==> src/rtl/mul8_sequencer.sv <==
// mul8_sequencer: 8x8 multiplier time-sharing one 4x4 product unit over four steps; MUL8_SIGNED_EN adds signed_op.
module mul8_sequencer (
  input  logic        clk,
  input  logic        reset,
  input  logic        start,
  input  logic        abort,
`ifdef MUL8_SIGNED_EN
  input  logic        signed_op,
`endif
  input  logic [7:0]  A,
  input  logic [7:0]  B,
  output logic        busy,
  output logic        done,
  output logic [15:0] P
);
  typedef enum logic [1:0] {S_IDLE, S_MUL, S_DONE} state_t;
  state_t      r_state;
  logic [1:0]  r_step;
  logic [7:0]  r_a, r_b;
  logic [15:0] r_acc, r_p;
  logic        r_neg, r_busy, r_done;
  logic [7:0]  w_a, w_b, w_pp;
  logic        w_neg;
  logic [3:0]  w_an, w_bn, w_shamt;
  logic [15:0] w_sum, w_fin;
`ifdef MUL8_SIGNED_EN
  // Magnitudes of 8'h80 fit unsigned in 8 bits, so the sequence stays unsigned.
  assign w_neg = signed_op & (A[7] ^ B[7]);
  assign w_a   = (signed_op & A[7]) ? -A : A;
  assign w_b   = (signed_op & B[7]) ? -B : B;
`else
  assign w_neg = 1'b0;
  assign w_a   = A;
  assign w_b   = B;
`endif
  assign w_an    = r_step[1] ? r_a[7:4] : r_a[3:0];
  assign w_bn    = r_step[0] ? r_b[7:4] : r_b[3:0];
  assign w_pp    = {4'd0, w_an} * {4'd0, w_bn};
  assign w_shamt = {r_step[1] & r_step[0], r_step[1] ^ r_step[0], 2'b00};
  assign w_sum   = r_acc + ({8'd0, w_pp} << w_shamt);
  assign w_fin   = r_neg ? -w_sum : w_sum;
  always_ff @(posedge clk) begin
    if (reset) begin
      r_state <= S_IDLE;
      r_step  <= 2'd0;
      r_a     <= 8'd0;
      r_b     <= 8'd0;
      r_neg   <= 1'b0;
      r_acc   <= 16'd0;
      r_p     <= 16'd0;
      r_busy  <= 1'b0;
      r_done  <= 1'b0;
    end else begin
      r_done <= 1'b0;
      if (abort) begin
        r_state <= S_IDLE;
        r_busy  <= 1'b0;
      end else if (start && r_state != S_MUL) begin
        r_a     <= w_a;
        r_b     <= w_b;
        r_neg   <= w_neg;
        r_acc   <= 16'd0;
        r_step  <= 2'd0;
        r_state <= S_MUL;
        r_busy  <= 1'b1;
      end else if (r_state == S_MUL) begin
        r_acc  <= w_sum;
        r_step <= r_step + 2'd1;
        if (r_step == 2'd3) begin
          r_state <= S_DONE;
          r_p     <= w_fin;
          r_done  <= 1'b1;
        end
      end else if (r_state == S_DONE) begin
        r_state <= S_IDLE;
        r_busy  <= 1'b0;
      end
    end
  end
  assign busy = r_busy;
  assign done = r_done;
  assign P    = r_p;
endmodule

==> config.mk <==
export PLATFORM = sky130hd
export DESIGN_NAME = mul8_sequencer
export DESIGN_NICKNAME = d
export VERILOG_FILES = /design/src/rtl/mul8_sequencer.sv
export SDC_FILE = /design/constraint.sdc
export NUM_CORES = 1
export LEC_CHECK = 0
export CORE_MARGIN = 5
export CORE_UTILIZATION = 51
export CTS_CLUSTER_SIZE = 16
export DETAILED_ROUTE_END_ITERATION = 16
export GPL_TIMING_DRIVEN = 0
export HOLD_SLACK_MARGIN = 0.15
export PLACE_DENSITY = 0.79
export SLEW_MARGIN = 20
export SYNTH_ARGS = -nofsm -noshare
export SYNTH_HDL_FRONTEND = slang
export SYNTH_SLANG_ARGS = --single-unit
export TNS_END_PERCENT = 50
==> constraint.sdc <==
create_clock -name clk -period 4.68 [get_ports clk]
set_input_delay 1.404 -clock clk [delete_from_list [all_inputs] [get_ports clk]]
set_output_delay 1.404 -clock clk [all_outputs]
set_load 0.1 [all_outputs]
# Word-level counts from Yosys, hierarchy flattened
# Cells that the tools add are included.
[op_classes]
add_sub_neg = 2
multipliers = 1
eq_ne = 7
shift = 1
muxes = 14
bitwise_logic = 5
reduce_logical = 14
[ops]
columns = ["operator", "count"]
rows = [
  ["2-to-1 mux 16 bit", 2],
  ["adder 16 bit", 1],
  ["<< shifter 8 x 4 -> 16 bit", 1],
  ["2-to-1 mux 2 bit", 5],
  ["AND reduction 2 bit", 5],
  ["multiplier 4 x 4 -> 8 bit", 1],
  ["2-to-1 mux 4 bit", 2],
  ["nonzero test 2 bit", 3],
  ["2-to-1 mux 1 bit", 5],
  ["== test 2 bit (second input constant)", 2],
  ["inequality test 2 x 1 -> 1 bit (second input constant)", 2],
  ["AND reduction 4 bit", 1],
  ["OR reduction 4 bit", 1],
  ["inequality test 3 x 2 -> 1 bit (second input constant)", 1],
  ["NOT 1 bit", 3],
  ["nonzero test 3 bit", 1],
  ["OR reduction 3 bit", 1],
  ["adder 2 x 1 -> 2 bit (second input constant)", 1],
  ["== test 2 x 1 -> 1 bit (second input constant)", 1],
  ["inequality test 2 bit (second input constant)", 1],
  ["OR reduction 2 bit", 1],
  ["AND 1 bit", 1],
  ["logical AND 1 bit", 1],
  ["bitwise XOR 1 bit", 1],
]
[word_totals]
register_bits = 54
out_inout_bits = 18
wordCells = 53

# Logic depth before layout (Yosys ltp)
# Gate-level depths: netlist of run 1.
[depth]
depth_word = 6
depth_mapped = 23
depth_no_buf = 21

# Worst setup path before layout of run 1
# No wires, ideal clock.
[synth_path]
kind = "register to register"
start = "reg r_step[0]"
end = "reg r_acc[14]"
setup_ps = 117
arrival_ps = 4761
t_required_ps = 4563
setup_slack_ps = -198
path_stages_with_launch = 22
path_buffers = 1
period_less_slack_ps = 4878
cell_sequence = "dfxtp_1 > clkbuf_1 > mux2i_1 > or2_2 > fa_1 > inv_1 > fa_1 > ha_1 > a211oi_2 > o21bai_2 > a21oi_1 > xor2_1 > mux2_2 > nor2_1 > ha_1 > a21o_1 > a21o_1 > a21o_1 > nor3b_2 > o21a_1 > xnor2_1 > a22o_1"
[synth_between]
elab_chain_len = 6
elab_cells_between_ends = 8
cone_classes = "add/sub: 1; mul: 1; shift: 1; mux: 3; bitwise: 2"
[synth_rtl]
columns = ["element", "line_no", "text"]
rows = [
  ["start, declared", "18", "logic [1:0] r_step;"],
  ["start signal, assigned", "68", "r_step <= r_step + 2'd1;"],
  ["2-to-1 mux 4 bit", "37", "assign w_bn = r_step[0] ? r_b[7:4] : r_b[3:0];"],
  ["multiplier 4 x 4 -> 8 bit", "38", "assign w_pp = {4'd0, w_an} * {4'd0, w_bn};"],
  ["<< shifter 8 x 4 -> 16 bit *", "40", "assign w_sum = r_acc + ({8'd0, w_pp} << w_shamt);"],
  ["adder 16 bit *", "40", ""],
  ["2-to-1 mux 16 bit *", "66", "end else if (r_state == S_MUL) begin"],
  ["2-to-1 mux 16 bit *", "58", "end else if (start && r_state != S_MUL) begin"],
  ["end signal, assigned", "67", "r_acc <= w_sum;"],
  ["end, declared", "20", "logic [15:0] r_acc, r_p;"],
]
# Every way passes the cells marked *; elsewhere a longest branch is shown, timed or not. The select of a mux whose other input is x is not followed.
# A chain may end at the register's enable or synchronous reset.

# Final worst setup path of run 1
[layout_path]
start = "reg r_step[0]"
end = "reg r_acc[15]"
# The elaborated chain is that of the path after synthesis.

==> results of run 1 <==
cells by family (layout without fill, tap and decap cells):
| family | Yosys count | count (layout) | share of synthesized area |
|---|---|---|---|
| AOI/OAI and AO/OA | 100 | 100 | 0.194 |
| xor gates and xnor gates | 17 | 17 | 0.0486 |
| muxes | 11 | 11 | 0.0337 |
| DFF | 54 | 54 | 0.323 |
| and+or+nand+nor | 164 | 164 | 0.228 |
| buffers and inverters | 31 | 90 | 0.0370 |
| adders and majority gates | 33 | 33 | 0.135 |
path summary, 6_finish.rpt:
check                                               to  slack [ns]  cells past startpoint
worst min register to register      P[10]$_SDFFE_PP0P_        0.46                      2
worst max register to register  r_acc[15]$_SDFFE_PP0P_       -0.15                     22
worst min-delay path                P[10]$_SDFFE_PP0P_        0.46                      2
worst max-delay path            r_acc[15]$_SDFFE_PP0P_       -0.15                     22
critical path, cell delays in order (launching register included):
cell	delay (ns)
dfxtp_4	0.40
mux2i_4	0.20
or2_4	0.26
fa_1	0.54
inv_2	0.04
fa_2	0.58
inv_2	0.05
fa_2	0.34
inv_2	0.05
a21o_1	0.12
a21oi_2	0.08
xnor2_2	0.15
mux2i_1	0.23
nor2_1	0.10
ha_1	0.32
buf_6	0.13
nand2_4	0.07
a211oi_4	0.18
nor2_2	0.08
buf_6	0.13
o21ai_2	0.15
xnor3_2	0.31
a22o_1	0.22
Yosys cell counts (all sizes together) (3+ instances only):
cell type  instances  area, sq um
nand2b             5         31.3
o21ai             12         63.8
a22oi              8         60.1
inv               12         45.0
mux2i              9         90.1
or2                5         31.3
a21o               9         67.6
a22o               6         52.6
nand3              9         45.0
nor2b              3         18.8
nor3b              4         35.0
a21oi             45          225
clkbuf            15         56.3
xor2               9         78.8
fa                 5          100
o21a               3         22.5
xnor2              7         61.3
a211oi             4         40.0
nand3b             3         22.5
dfxtp             54         1080
ha                28          350
nand2             64          245
and2               4         25.0
nor2              50          193
buf                4         22.5
nor3               6         35.0
layer usage:
layer / share of wire / vias to the layer above / track usage
met1: 0.41 / 1454 / 0.234
met5: 0 / - / 0
met4: 0.027 / 0 / 0.0844
li1: - / 1547 / -
met3: 0.063 / 21 / 0.0463
met2: 0.50 / 107 / 0.353
stage by stage:
| stage | setup TNS, ns | total power (uW) | hold WS, ns | setup slack (ns) |
|---|---|---|---|---|
| 3_5_place_dp | -5.03 | 555 | 0.446 | -0.500 |
| 2_1_floorplan | -0.0133 | 524 | 0.432 | -0.0133 |
| 3_3_place_gp | -3.09 | 553 | 0.443 | -0.404 |
| 6_report | -0.805 | 885 | 0.464 | -0.151 |
| 5_1_grt | -3.45 | 914 | 0.494 | -0.329 |
| 4_1_cts | -0.673 | 880 | 0.463 | -0.145 |
power groups by stage:
stage / combinational [uW] / clock (uW) / sequential (uW)
global route: 87.8 / 353 / 473
CTS: 76.2 / 332 / 472
global placement: 71.8 / 0 / 481
floorplan: 40.8 / 0 / 483
finish: 80.3 / 332 / 473
detailed placement: 73.2 / 0 / 481
layout make-up:
class | count | area [sq um]
flip-flops and latches | 54 | 1090
inverters | 12 | 45.0
clock inverters | 3 | 48.8
multi-input cells | 325 | 2380
plain buffers | 17 | 75.1
fillers | 495 | 2050
repair buffers | 53 | 495
clock buffers | 5 | 68.8
well taps | 77 | 96.3
sequential cells by signal (all words and copies together) (netlist names):
| register | flops |
|---|---|
| P | 16 |
| done | 1 |
| r_b | 8 |
| r_acc | 16 |
| r_state | 2 |
| r_step | 2 |
| r_a | 8 |
| busy | 1 |
repair_timing:
item	CTS	global route
buffers inserted	10	7
resized for setup	39	23
endpoints found under the setup margin	18	20
pin swaps	35	10
endpoints found under the hold margin	0	0
==> flow_summary_export.csv, run 1 <==
group,metric,value,unit
cells_and_area,design_area,4300,sq um
pwr,power_frac_seq,0.534,
yosys,syn_avg_cell_area,8.16,sq um
placement,portBuffers,36,
timing,relSlewSlack,0.349,
yosys,synth_edf_count,0,
cts,cts-hold-fix-buffers,0,
cells_and_area,syn_to_final_growth,28.5,%
yosys,async_flop_share,0,
timing,setup_viol_count_final,10,
placement,dpl.cell_count,523,
pwr,intPower,664,uW
worst_hold_path,hp-start,"P[10]$_SDFFE_PP0P_",
cts,clockBufferDepth,2,
die,io_pins,38,
cts,cts-root-buf,"clkbuf_8",
drt,ant_nets,0,
worst_hold_path,holdCritPathClass,"flip-flop to flip-flop",
drt,routed_wl,8670,um
drt,via_per_inst,5.73,
drt,wl_per_cell,15.9,um
die,die_area,8280,sq um
cells_and_area,fin_util,0.677,
global_routing,grt_antenna_before_repair,0,
die,die_w,91.0,um
worst_setup_path,path_class,"flip-flop to flip-flop",
yosys,ys_warn_count,0,
cts,clkSlewWorstSetupHoldPaths,0.11,ns
timing,fmax,207,MHz
job,max-cap-violations,0,
drt,drc_errors,0,
pwr,p_sw,220,uW
cts,clkSinkCount,54,
worst_setup_path,crit_arrival,5.05,ns
cells_and_area,final_cell_mix,"nand2_1, dfxtp_1, nor2_1, a21oi_1, clkdlybuf4s50_1",
timing,rsz0062_at_grt,"true",
die,core,6350,sq um
cts,cts-buffers-inserted,5,
cts,htreeDepth,2,
cells_and_area,nets,521,
cts,tritoncts,"built",
worst_setup_path,cp-startpoint,"r_step[0]$_SDFFE_PP0P_",
placement,place_area,3810,sq um
outcome,violations,"setup timing",
pwr,vdd_drop_max,0.130,mV
global_routing,grt_max_degree,19,
cells_and_area,final_common_cell,"nand2_1",
drt,drt_first_pass_iters,5,
drt,route.vias.total,3129,
global_routing,grt_pass1_wl,13700,um
placement,place_congestion,0.909,
cts,clkLatencyLatePin,0.32,ns
die,die_h,91.0,um
drt,drtIter0Drc,205,
pwr,power_density,206,nW/um^2
worst_setup_path,cp-end-kind,"flip-flop",
placement,dp_hpwl,6130,um
yosys,synth.net_count,463,
timing,worst_slack,-0.151,ns
worst_setup_path,critPathLaunchType,"flip-flop",
die,row_count,29,
timing,slew_violations,0,
die,start_util,0.527,
worst_setup_path,reg2reg_from,"r_step[0]$_SDFFE_PP0P_",
pwr,combPwrFrac,0.091,
cells_and_area,drive_above_1_share,0.186,
timing,skew,0.00875,ns
timing,min_period,4.83,ns
yosys,synth.distinct_cells,55,
timing,finalHoldViolations,0,
yosys,synth_flop_cell,"dfxtp_1",
outcome,status,"finished, violations left",
cells_and_area,antenna_cells,0,
yosys,syn_area,3350,sq um
pwr,p_sw_frac,0.249,
timing,fin_crit_sh,1.03,
timing,worstMarginPinSlew,0.973,ns
yosys,syn_inst,410,
yosys,yosysSeqAreaShare,0.323,
pwr,p_leak,0.00173,uW
worst_setup_path,required,4.90,ns
cells_and_area,instances_no_fill,546,
yosys,ys_ff_latch,54,
pwr,power_frac_clock,0.375,
global_routing,grt_pass1_vias,3027,
worst_setup_path,cp_max_fo,5,
global_routing,grt_use_total,0.201,
global_routing,grt_overflow,0,
Power figures use the tool's default switching activity.
==> run 2: changes to the inputs <==
--- a/config.mk
+++ b/config.mk
@@ -5,6 +5,7 @@
 export SDC_FILE = /design/constraint.sdc
 export NUM_CORES = 1
 export LEC_CHECK = 0
+export CORE_ASPECT_RATIO = 1.5
 export CORE_MARGIN = 5
 export CORE_UTILIZATION = 51
 export CTS_CLUSTER_SIZE = 16
==> run 2 against run 1 <==
The run still ends with setup timing left. Maximum frequency fell by 0.45%. Clock power rose by 2%. Non-clock buffer count fell by 2. Sequential power barely moved. Via count rose by 1.6%. Global-route usage rose by 1.5 points. Final cell count fell by 0.55%. Setup slack got worse by 0.022 ns. First-iteration DRC count rose by 34%.
==> flow_summary_export.csv, run 2 (same netlist as run 1, synthesis figures left out) <==
group,metric,value,unit
outcome,status,"finished, violations left",
outcome,violations,"setup timing",
pwr,power_frac_clock,0.381,
placement,portBuffers,36,
pwr,power_density,205,nW/um^2
placement,place_area,3810,sq um
pwr,p_sw,216,uW
die,row_count,36,
worst_setup_path,reg2reg_from,"r_step[0]$_SDFFE_PP0P_",
worst_hold_path,hold_depth,2,
cts,tritoncts,"built",
pwr,vdd_drop_max,0.264,mV
worst_setup_path,cp-end-kind,"flip-flop",
die,die_w,76.1,um
timing,finalHoldViolations,0,
die,die_area,8310,sq um
global_routing,grt_antenna_before_repair,0,
worst_setup_path,rr_worst_depth,20,
drt,drtIter0Drc,274,
cells_and_area,antenna_cells,0,
cts,clkLatencyLatePin,0.32,ns
worst_setup_path,crit_arrival,5.12,ns
global_routing,grt_pass1_vias,3175,
cts,cts-root-buf,"clkbuf_8",
cells_and_area,instances_no_fill,543,
timing,worst_slack,-0.173,ns
worst_setup_path,cp_max_fo,4,
drt,ant_nets,0,
timing,fmax,206,MHz
worst_setup_path,required,4.95,ns
cells_and_area,drive_above_1_share,0.203,
drt,routed_wl,9270,um
pwr,p_sw_frac,0.242,
drt,drc_errors,0,
die,die_h,109,um
cells_and_area,final_cell_mix,"nand2_1, dfxtp_1, nor2_1, a21oi_1, clkdlybuf4s50_1",
drt,drt_first_pass_iters,5,
cells_and_area,nFillCells,507,
cells_and_area,final_common_cell,"nand2_1",
job,max-cap-violations,0,
cells_and_area,multiInputGateArea,2460,sq um
timing,worstMarginPinSlew,0.974,ns
worst_hold_path,hp-start,"P[5]$_SDFFE_PP0P_",
timing,rsz0062_at_grt,"true",
pwr,intPower,677,uW
cells_and_area,design_area,4350,sq um
worst_setup_path,cp-startpoint,"r_step[0]$_SDFFE_PP0P_",
timing,slew_violations,0,
timing,relSlewSlack,0.349,
drt,route.vias.total,3179,
drt,wl_per_cell,17.1,um
global_routing,grt_pass1_wl,14500,um
cts,cts-buffers-inserted,5,
placement,place_congestion,0.969,
global_routing,grt_max_degree,18,
die,core,6440,sq um
pwr,combPwrFrac,0.090,
global_routing,grt_overflow,0,
cts,htreeDepth,2,
cells_and_area,syn_to_final_growth,30.1,%
drt,via_per_inst,5.85,
die,start_util,0.519,
timing,skew,0.0136,ns
timing,fin_crit_sh,1.04,
pwr,power_frac_seq,0.529,
placement,dp_hpwl,6530,um
cells_and_area,nets,519,
global_routing,grt_use_total,0.216,
cts,clkSinkCount,54,
cts,clkSlewWorstSetupHoldPaths,0.11,ns
die,io_pins,38,
worst_setup_path,critPathLaunchType,"flip-flop",
cts,clockBufferDepth,2,
pwr,p_leak,0.00173,uW
cts,cts-hold-fix-buffers,0,
timing,setup_viol_count_final,8,
timing,whs,0.465,ns
worst_setup_path,path_class,"flip-flop to flip-flop",
worst_hold_path,holdCritPathClass,"flip-flop to flip-flop",
cells_and_area,regArea,1090,sq um
timing,min_period,4.85,ns
placement,place_ws,-0.471,ns
placement,dpl.cell_count,522,
## run 2: final timing paths
| path | slack (ns) | to |
|---|---|---|
| max | -0.17 | P[14]$_SDFFE_PP0P_ |
| min | 0.46 | P[5]$_SDFFE_PP0P_ |
| max reg2reg | -0.17 | P[14]$_SDFFE_PP0P_ |
| min reg2reg | 0.46 | P[5]$_SDFFE_PP0P_ |
## run 2: what timing repair did
action / 4_1_cts / 5_1_grt
gates resized for setup: 33 / 37
cloned: 0 / 0
setup buffers: 8 / 7
pin swaps: 19 / 25
hold endpoints to repair: 0 / 0
setup endpoints to repair: 18 / 18
## run 2: routing by layer
| layer | vias up | wire length [um] | global-route usage |
|---|---|---|---|
| li1 | 1544 | - | - |
| met1 | 1510 | 3290 | 0.215 |
| met2 | 94 | 5180 | 0.433 |
| met3 | 31 | 379 | 0.0322 |
| met4 | 0 | 416 | 0.0988 |
| met5 | - | 0 | 0 |
## run 2: per-stage QoR
stage / total power, uW / util / TNS, ns
global route: 924 / 0.676 / -3.10
CTS: 891 / 0.639 / -0.0964
global placement: 554 / 0.592 / -3.63
finish: 893 / 0.676 / -0.606
detailed placement: 555 / 0.592 / -4.91
floorplan: 524 / - / -0.0133
## run 2: power by group through the flow
| stage | logic, uW | registers (uW) | clock network (uW) |
|---|---|---|---|
| global route | 88.2 | 473 | 362 |
| finish | 80.4 | 472 | 340 |
| floorplan | 40.8 | 483 | 0 |
| detailed placement | 73.8 | 482 | 0 |
| global placement | 72.7 | 481 | 0 |
| CTS | 77.2 | 472 | 343 |
## run 2: layout make-up
| type | count | share of cell area |
|---|---|---|
| buffer | 17 | 0.0172 |
| clock buffer | 6 | 0.0190 |
| clock inverter | 2 | 0.00891 |
| inverter | 12 | 0.0103 |
| multi-input combinational | 325 | 0.564 |
| sequential | 54 | 0.250 |
| tap | 76 | 0.0218 |
| timing repair buffer | 51 | 0.109 |
## run 2: worst max-delay path: stages (launching register included)
cell and delay, ns:
dfxtp_4 0.39, mux2i_2 0.18, or2_4 0.26, fa_1 0.54, inv_2 0.04, fa_2 0.60
ha_4 0.21, a211oi_4 0.22, o21bai_2 0.10, a21oi_2 0.13, xor2_1 0.21, mux2_4 0.21
nor2_4 0.04, ha_4 0.32, a21o_1 0.12, a21o_1 0.12, a21o_1 0.17, nor3b_4 0.06
o21a_2 0.24, or4_4 0.52, nand3_1 0.09
==> run 3: changes to the inputs <==
--- a/config.mk
+++ b/config.mk
@@ -13,7 +13,7 @@
 export GPL_TIMING_DRIVEN = 0
 export HOLD_SLACK_MARGIN = 0.15
 export PLACE_DENSITY = 0.79
-export SLEW_MARGIN = 20
+export SLEW_MARGIN = 10
 export SYNTH_ARGS = -nofsm -noshare
 export SYNTH_HDL_FRONTEND = slang
 export SYNTH_SLANG_ARGS = --single-unit
==> results of run 3 <==
Final layout, timing and power as in run 2 (identical DEF).
